===== src/rtl/stencil_frame_source_if.sv =====
// Output channels of the stencil frame source: image width, image height and pixel.
// Latency: not applicable, this file only groups the wires.
// Backpressure: each channel uses valid/ready and holds bits stable while valid is high.
interface stencil_frame_source_if;
  logic        imgw_valid;
  logic        imgw_ready;
  logic [15:0] imgw_bits;
  logic        imgh_valid;
  logic        imgh_ready;
  logic [15:0] imgh_bits;
  logic        pixel_valid;
  logic        pixel_ready;
  logic [7:0]  pixel_bits;

  modport master (
    output imgw_valid, imgw_bits, imgh_valid, imgh_bits, pixel_valid, pixel_bits,
    input  imgw_ready, imgh_ready, pixel_ready
  );

  modport slave (
    input  imgw_valid, imgw_bits, imgh_valid, imgh_bits, pixel_valid, pixel_bits,
    output imgw_ready, imgh_ready, pixel_ready
  );
endinterface


===== src/rtl/stencil_frame_source.sv =====
// Frame source for stencil kernels: streams a stored frame as dims + raster pixels, F times (0 = forever).
// Latency: dims valid 1 cycle after accepted start; first pixel the cycle after both dims handshake.
// Backpressure: full valid/ready on all three channels; valids come from state and flags only.
//
// Ports: clock/reset (sync, active-high); wr_en/wr_addr/wr_data load the frame memory in any
// state; cfg_width/cfg_height/cfg_frames are sampled on an accepted start pulse; io_out carries
// the imgw/imgh/pixel channels; busy, done (pulse), err (pulse on rejected start), frames_sent.
module stencil_frame_source #(
  parameter int MAX_PIXELS = 256,
  parameter int ADDR_W     = 8
) (
  input  logic                  clock,
  input  logic                  reset,
  input  logic                  wr_en,
  input  logic [ADDR_W-1:0]     wr_addr,
  input  logic [7:0]            wr_data,
  input  logic [15:0]           cfg_width,
  input  logic [15:0]           cfg_height,
  input  logic [31:0]           cfg_frames,
  input  logic                  start,
  stencil_frame_source_if.master io_out,
  output logic                  busy,
  output logic                  done,
  output logic                  err,
  output logic [31:0]           frames_sent
);

  typedef enum logic [1:0] {
    S_IDLE   = 2'd0,
    S_DIMS   = 2'd1,
    S_STREAM = 2'd2,
    S_DONE   = 2'd3
  } state_t;

  state_t      state_q, state_d;
  logic [15:0] width_q, width_d;
  logic [15:0] height_q, height_d;
  logic [31:0] frames_cfg_q, frames_cfg_d;
  logic [31:0] npix_q, npix_d;
  logic [31:0] ptr_q, ptr_d;
  logic [31:0] frames_sent_q, frames_sent_d;
  logic        wdone_q, wdone_d;
  logic        hdone_q, hdone_d;
  logic        err_q, err_d;

  logic [7:0]  mem_q [MAX_PIXELS];

  logic [31:0] npix_req;
  logic        imgw_valid, imgh_valid, pixel_valid;
  logic        w_hs, h_hs, p_hs;
  logic        last_pix;
  logic        last_frame;

  // Both factors widened first so the product is formed in 32 bits.
  assign npix_req = 32'(cfg_width) * 32'(cfg_height);

  // Each dims channel drops independently once its own handshake has been recorded.
  assign imgw_valid  = (state_q == S_DIMS) && !wdone_q;
  assign imgh_valid  = (state_q == S_DIMS) && !hdone_q;
  assign pixel_valid = (state_q == S_STREAM);

  assign w_hs = imgw_valid  && io_out.imgw_ready;
  assign h_hs = imgh_valid  && io_out.imgh_ready;
  assign p_hs = pixel_valid && io_out.pixel_ready;

  assign last_pix   = (ptr_q == npix_q - 32'd1);
  assign last_frame = (frames_cfg_q != 32'd0) && (frames_sent_q + 32'd1 == frames_cfg_q);

  assign io_out.imgw_valid  = imgw_valid;
  assign io_out.imgw_bits   = width_q;
  assign io_out.imgh_valid  = imgh_valid;
  assign io_out.imgh_bits   = height_q;
  assign io_out.pixel_valid = pixel_valid;
  // Asynchronous read: a write to the presented address shows up the following cycle.
  assign io_out.pixel_bits  = mem_q[ptr_q[ADDR_W-1:0]];

  assign busy        = (state_q != S_IDLE);
  assign done        = (state_q == S_DONE);
  assign err         = err_q;
  assign frames_sent = frames_sent_q;

  always_comb begin
    state_d       = state_q;
    width_d       = width_q;
    height_d      = height_q;
    frames_cfg_d  = frames_cfg_q;
    npix_d        = npix_q;
    ptr_d         = ptr_q;
    frames_sent_d = frames_sent_q;
    wdone_d       = wdone_q;
    hdone_d       = hdone_q;
    err_d         = 1'b0;

    case (state_q)
      S_IDLE: begin
        if (start) begin
          if ((npix_req == 32'd0) || (npix_req > 32'(MAX_PIXELS))) begin
            err_d = 1'b1;
          end else begin
            width_d       = cfg_width;
            height_d      = cfg_height;
            frames_cfg_d  = cfg_frames;
            npix_d        = npix_req;
            ptr_d         = 32'd0;
            frames_sent_d = 32'd0;
            wdone_d       = 1'b0;
            hdone_d       = 1'b0;
            state_d       = S_DIMS;
          end
        end
      end

      S_DIMS: begin
        wdone_d = wdone_q | w_hs;
        hdone_d = hdone_q | h_hs;
        if (wdone_d && hdone_d) begin
          // Flags are cleared here so the next frame's DIMS starts with both valids up.
          wdone_d = 1'b0;
          hdone_d = 1'b0;
          state_d = S_STREAM;
        end
      end

      S_STREAM: begin
        if (p_hs) begin
          if (last_pix) begin
            ptr_d         = 32'd0;
            frames_sent_d = frames_sent_q + 32'd1;
            state_d       = last_frame ? S_DONE : S_DIMS;
          end else begin
            ptr_d = ptr_q + 32'd1;
          end
        end
      end

      S_DONE: begin
        state_d = S_IDLE;
      end

      default: begin
        state_d = S_IDLE;
      end
    endcase
  end

  always_ff @(posedge clock) begin
    if (reset) begin
      state_q       <= S_IDLE;
      width_q       <= 16'd0;
      height_q      <= 16'd0;
      frames_cfg_q  <= 32'd0;
      npix_q        <= 32'd0;
      ptr_q         <= 32'd0;
      frames_sent_q <= 32'd0;
      wdone_q       <= 1'b0;
      hdone_q       <= 1'b0;
      err_q         <= 1'b0;
    end else begin
      state_q       <= state_d;
      width_q       <= width_d;
      height_q      <= height_d;
      frames_cfg_q  <= frames_cfg_d;
      npix_q        <= npix_d;
      ptr_q         <= ptr_d;
      frames_sent_q <= frames_sent_d;
      wdone_q       <= wdone_d;
      hdone_q       <= hdone_d;
      err_q         <= err_d;
    end
  end

  // Frame memory keeps its contents across reset.
  always_ff @(posedge clock) begin
    if (wr_en) begin
      mem_q[wr_addr] <= wr_data;
    end
  end

endmodule


===== src/flat_wrapper.sv =====
// flat-port wrapper written by rule: the top's interface ports become plain ports
module stencil_frame_source_flat 
#(
  parameter int MAX_PIXELS = 256,
  parameter int ADDR_W     = 8
)
  (clock, reset, wr_en, wr_addr, wr_data, cfg_width, cfg_height, cfg_frames, start, busy, done, err, frames_sent, io_out_imgw_valid, io_out_imgw_bits, io_out_imgh_valid, io_out_imgh_bits, io_out_pixel_valid, io_out_pixel_bits, io_out_imgw_ready, io_out_imgh_ready, io_out_pixel_ready);
  stencil_frame_source_if io_out_i ();
  input  logic clock;
  input  logic reset;
  input  logic wr_en;
  input  logic [ADDR_W-1:0] wr_addr;
  input  logic [7:0] wr_data;
  input  logic [15:0] cfg_width;
  input  logic [15:0] cfg_height;
  input  logic [31:0] cfg_frames;
  input  logic start;
  output logic busy;
  output logic done;
  output logic err;
  output logic [31:0] frames_sent;
  output wire logic [$bits(io_out_i.imgw_valid)-1:0] io_out_imgw_valid;
  output wire logic [$bits(io_out_i.imgw_bits)-1:0] io_out_imgw_bits;
  output wire logic [$bits(io_out_i.imgh_valid)-1:0] io_out_imgh_valid;
  output wire logic [$bits(io_out_i.imgh_bits)-1:0] io_out_imgh_bits;
  output wire logic [$bits(io_out_i.pixel_valid)-1:0] io_out_pixel_valid;
  output wire logic [$bits(io_out_i.pixel_bits)-1:0] io_out_pixel_bits;
  input wire logic [$bits(io_out_i.imgw_ready)-1:0] io_out_imgw_ready;
  input wire logic [$bits(io_out_i.imgh_ready)-1:0] io_out_imgh_ready;
  input wire logic [$bits(io_out_i.pixel_ready)-1:0] io_out_pixel_ready;
  assign io_out_imgw_valid = io_out_i.imgw_valid;
  assign io_out_imgw_bits = io_out_i.imgw_bits;
  assign io_out_imgh_valid = io_out_i.imgh_valid;
  assign io_out_imgh_bits = io_out_i.imgh_bits;
  assign io_out_pixel_valid = io_out_i.pixel_valid;
  assign io_out_pixel_bits = io_out_i.pixel_bits;
  assign io_out_i.imgw_ready = io_out_imgw_ready;
  assign io_out_i.imgh_ready = io_out_imgh_ready;
  assign io_out_i.pixel_ready = io_out_pixel_ready;
  stencil_frame_source #(.MAX_PIXELS(MAX_PIXELS), .ADDR_W(ADDR_W)) u_core (.clock(clock), .reset(reset), .wr_en(wr_en), .wr_addr(wr_addr), .wr_data(wr_data), .cfg_width(cfg_width), .cfg_height(cfg_height), .cfg_frames(cfg_frames), .start(start), .io_out(io_out_i), .busy(busy), .done(done), .err(err), .frames_sent(frames_sent));
endmodule

===== config.mk =====
export PLATFORM = sky130hd
export DESIGN_NAME = stencil_frame_source_flat
export DESIGN_NICKNAME = d
export VERILOG_FILES = /design/src/rtl/stencil_frame_source_if.sv /design/src/rtl/stencil_frame_source.sv /design/src/flat_wrapper.sv
export SDC_FILE = /design/constraint.sdc
export NUM_CORES = 2
export LEC_CHECK = 0
export ABC_AREA = 1
export CAP_MARGIN = 25
export CORE_MARGIN = 2
export CORE_UTILIZATION = 35
export CTS_BUF_LIST = sky130_fd_sc_hd__clkbuf_4 sky130_fd_sc_hd__clkbuf_8
export CTS_CLUSTER_DIAMETER = 60
export DETAILED_ROUTE_END_ITERATION = 7
export HOLD_SLACK_MARGIN = 0.1
export REMOVE_ABC_BUFFERS = 1
export SETUP_SLACK_MARGIN = 0.15
export SLEW_MARGIN = 20
export SYNTH_ARGS = -nofsm -noshare
export SYNTH_HDL_FRONTEND = slang
export SYNTH_SLANG_ARGS = --single-unit

===== constraint.sdc =====
create_clock -name clock -period 11.3 [get_ports clock]
set_clock_uncertainty 0.15 [all_clocks]
set_input_delay 2.26 -clock clock [delete_from_list [all_inputs] [get_ports clock]]
set_output_delay 2.26 -clock clock [all_outputs]
set_load 0.1 [all_outputs]

==> run summary <==
The flow ran to the end, and the final reports show no timing, DRC or antenna violations. The overall die height came out at between 500 and 600 um. The kind of critical path is input pin to flip-flop. The hold path depth came out at 2. The hold buffer count at CTS is 0. The worst hold slack across all endpoints came out at 319.3 ps. The cell family with the largest share of critical-path delay is adder cells. The H-tree generated during clock tree synthesis spans 5 levels. The leakage power came out at about 40 nW. Using the TritonRoute via totals, the vias-per-cell ratio works out to ~5.4.

The total clock sinks came out at about 2,200. The number of failing hold endpoints at the final stage was 0. The required time at the endpoint of the critical path came out at 11,920 ps. In this design, the stage delay of the slowest critical-path cell is 1070 ps. For this run the aggregate overflow at the end of global routing stands at 0. The number of fill cells is roughly 27,000. The number of vias in the routed layout is around 72,000. The count of port buffers added during placement is approximately 160. The root buffer cell chosen for the clock tree is sky130_fd_sc_hd__clkbuf_8.

Sorting the synthesized cells by area gives the leading types as sky130_fd_sc_hd__edfxtp_1 61%, sky130_fd_sc_hd__nor2_1 7.2%, sky130_fd_sc_hd__o21ai_0 6.7%. The time the final worst path needs with I/O delays and setup is 9111 ps. The total placed instance area is 105,300 um2.

The count of max-cap constraint violations came out at 0. The critical path buffer and inverter count is 8. The cell type contributing the most total cell area after synthesis is sky130_fd_sc_hd__edfxtp_1. The weighted congestion reported at the end of routability-driven placement is slightly below 0.9.

For this configuration, the core starts out at a cell density of approximately a third. The post-synthesis cell count is roughly 9,300. The clock reaches the later pin of the worst-skew pair after slightly above 900 ps. The launch instance of the worst min-delay path is u_core.npix_q[31]$_SDFFE_PP0P_. The floorplan die area is approximately 290,000 um2. The global-route wire length before repair is approximately 430,000 um. The via count of the first global-routing pass was 68,651. Leaving out fill and tap cells, the most frequent cells in the layout are 2,048 x sky130_fd_sc_hd__edfxtp_1, 1,919 x sky130_fd_sc_hd__nor2_1, 1,349 x sky130_fd_sc_hd__o21ai_0, 995 x sky130_fd_sc_hd__nand2_1, 634 x sky130_fd_sc_hd__inv_1.

The count of instances resized after the clock tree is built is 0. The number of top-level pins is around 170. The relative slew slack is 23.97%. STA classifies the critical path endpoint as a flip-flop.

Among the stages of the critical path, the cell type that occurs most often is sky130_fd_sc_hd__nand2_1. The HPWL after detailed placement came out at 167,200 um. The violation count after the first detailed-routing iteration came out at between 8,000 and 9,000.

The highest fanout seen on the critical path came out at 64. For flop-to-flop paths, the worst setup slack is about 7600 ps. The worst register-to-register path begins at u_core.npix_q[0]$_SDFFE_PP0P_. The area added between synthesis and finish is 11.81%. Global routing used 19.16% of the available tracks across all layers. The per-cell routed wire length is approximately 22 um. The wire length after detailed routing came out at 289,300 um. The power density normalized to cell area is between 200 and 250 nW/um2. The sequential-to-total area share from yosys stat is 64.69%.

The total number of yosys warnings is 0. The longest clock path from root to sink contains 4 buffers. The final net count came out at between 9,000 and 10,000. The finished cells cover about 110,000 um2. The TritonCTS buffer count came out at between 300 and 400. The critical path data arrival time is between 9000 and 10,000 ps. For this run, the detailed router's first-pass iteration total came to 5. The region available for standard cell placement spans 285,200 um2.

The number of antenna violations at the first check in global routing was 14. The summed instance area of the synthesized netlist is between 100,000 and 150,000 um2. The largest voltage drop on the vdd net is about 0.33 mV. The share of final-layout standard cells stronger than drive strength 1 is 7.303%. The post-route fraction of the period consumed by the critical path is approximately 81%. TritonCTS built the clock tree. In this run the critical register-to-register path is captured at u_core.ptr_q[26]$_SDFFE_PP0P_. The count of final setup violators is 0. The average cell area after synthesis came out at roughly 11 um2. The accumulated negative setup slack came out at 0 ps. The path with the worst hold slack has its endpoint at u_core.npix_q[31]$_SDFFE_PP0P_. The share of Yosys cell area claimed by the top area cell type is slightly above 60%. The slowest cell on the critical path is sky130_fd_sc_hd__clkdlybuf4s50_1. The number of antenna-violating nets in the routed design came out at 0. In this run, synthesis produced a sequential element count of 2,221. The x dimension of the die is 539.6 um.

After clock tree synthesis, the clock-pin slew on the worst setup and hold paths is around 60 ps. Leaving out fill and tap cells, the most frequent cell in the layout is sky130_fd_sc_hd__edfxtp_1. The initialized floorplan defines around 200 standard-cell rows. The count of unique library cells instantiated by Yosys is 45.

The pin slew with the least headroom to its limit is around 1100 ps. The critical path startpoint category is an input pin. The tightest min-delay check is of the flip-flop to flip-flop type.

The DRC violations left came out at 0. The post-CTS setup buffer count is 0. The maximum frequency from static timing analysis came out at roughly 0.11 GHz. The maximum number of pins on one net before global-route repair is 216. The cell depth of the worst flop-to-flop path is 17. Setup repair after global routing left no endpoint under its margin.

The number of slew-limit violations in the final report is 0.
worst max path at each step:
stage                  startpoint  slack (ps)                                   to  cells past startpoint
finish              cfg_height[7]        2190  u_core.frames_sent[18]$_SDFFE_PP0P_                     32
global route         cfg_width[9]        1810  u_core.frames_sent[18]$_SDFFE_PP0P_                     29
CTS                 cfg_height[7]        2250  u_core.frames_cfg_q[9]$_SDFFE_PP0P_                     30
detailed placement  cfg_height[7]        1320  u_core.frames_sent[18]$_SDFFE_PP0P_                     31
global placement    cfg_height[7]        1260  u_core.frames_sent[18]$_SDFFE_PP0P_                     31
floorplan               flip-flop      -33930                 io_out_pixel_bits[3]                      9
tightest hold or removal path: stages, from the launching register on:
cell                      delay, ps
sky130_fd_sc_hd__dfxtp_1        320
sky130_fd_sc_hd__nand3_1         80
sky130_fd_sc_hd__inv_1           40
stage by stage:
stage | std cells | setup WS (ps) | utilization [%] | power, mW
3_5_place_dp | 12690 | 1315 | 36.92 | 16.63
5_1_grt | 13321 | 1812 | 39.37 | 24.69
3_3_place_gp | 12688 | 1258 | 36.91 | 16.64
4_1_cts | 13318 | 2252 | 39.35 | 23.46
2_1_floorplan | 8679 | -33930 | - | 14.44
6_report | 13325 | 2189 | 39.37 | 23.34
layer usage:
metal | share of wire (%) | track usage, %
met2 | 46 | 30.13
met5 | 0.021 | 0
met4 | 3.3 | 6.383
met3 | 8.8 | 3.366
met1 | 42 | 26.73
cells by family (layout without fill, tap and decap cells):
group                      after synthesis  after routing  synth area share (%)
AOI/OAI and AO/OA                     2129           2129                 11.47
xor gates and xnor gates                99             99                0.8909
adders and majority gates              301            301                 5.201
buffers and inverters                 1252           1524                 4.792
DFF                                   2221           2221                 64.69
other                                    0              5                     0
and+or+nand+nor                       3284           3284                 12.95
Yosys cell counts (all sizes together):
| cell | number |
|---|---|
| nor3 | 48 |
| nor4 | 13 |
| fa | 194 |
| clkinv | 3 |
| o31ai | 2 |
| a21o | 1 |
| o22ai | 621 |
| buf | 70 |
| clkbuf | 537 |
| nand3 | 211 |
| xnor3 | 2 |
| nand2 | 1002 |
| or2 | 9 |
| o21bai | 10 |
| o32ai | 11 |
| dfxtp | 173 |
| ha | 107 |
| nand4 | 49 |
| edfxtp | 2048 |
| nand3b | 16 |
| a211oi | 3 |
| nor2 | 1931 |
| and3 | 1 |
| nor3b | 1 |
| a31oi | 5 |
| and2 | 3 |
| inv | 642 |
| o211ai | 1 |
| o21ai | 1371 |
| xnor2 | 19 |
| xor2 | 78 |
| a21oi | 104 |
sequential cells by signal, indices dropped and copies added, names as in the netlist, named ones only:
register                 count
u_core.frames_cfg_q         32
u_core.npix_q               32
u_core.ptr_q                32
u_core.hdone_q               1
u_core.frames_sent          32
u_core.io_out.imgh_bits     16
u_core.wdone_q               1
u_core.mem_q              2048
u_core.io_out.imgw_bits     16
u_core.err                   1
u_core.state_q               2
area by class of cell:
type	instances	area (um2)	share of cell area (%)
inverter	645	2447	2.180
sequential	2221	64980	57.87
antenna	5	12.51	0.01114
timing repair buffer	251	2547	2.269
clock buffer	507	6133	5.462
tap	3762	4707	4.192
multi-input combinational	5813	30650	27.29
clock inverter	121	807.0	0.7187
where the power goes:
group	internal (mW)	total (mW)	switching (mW)
combinational	2.17	7.26	5.09
sequential	9.06	9.22	0.162
clock	3.68	6.86	3.18
Power figures use the tool's default switching activity.
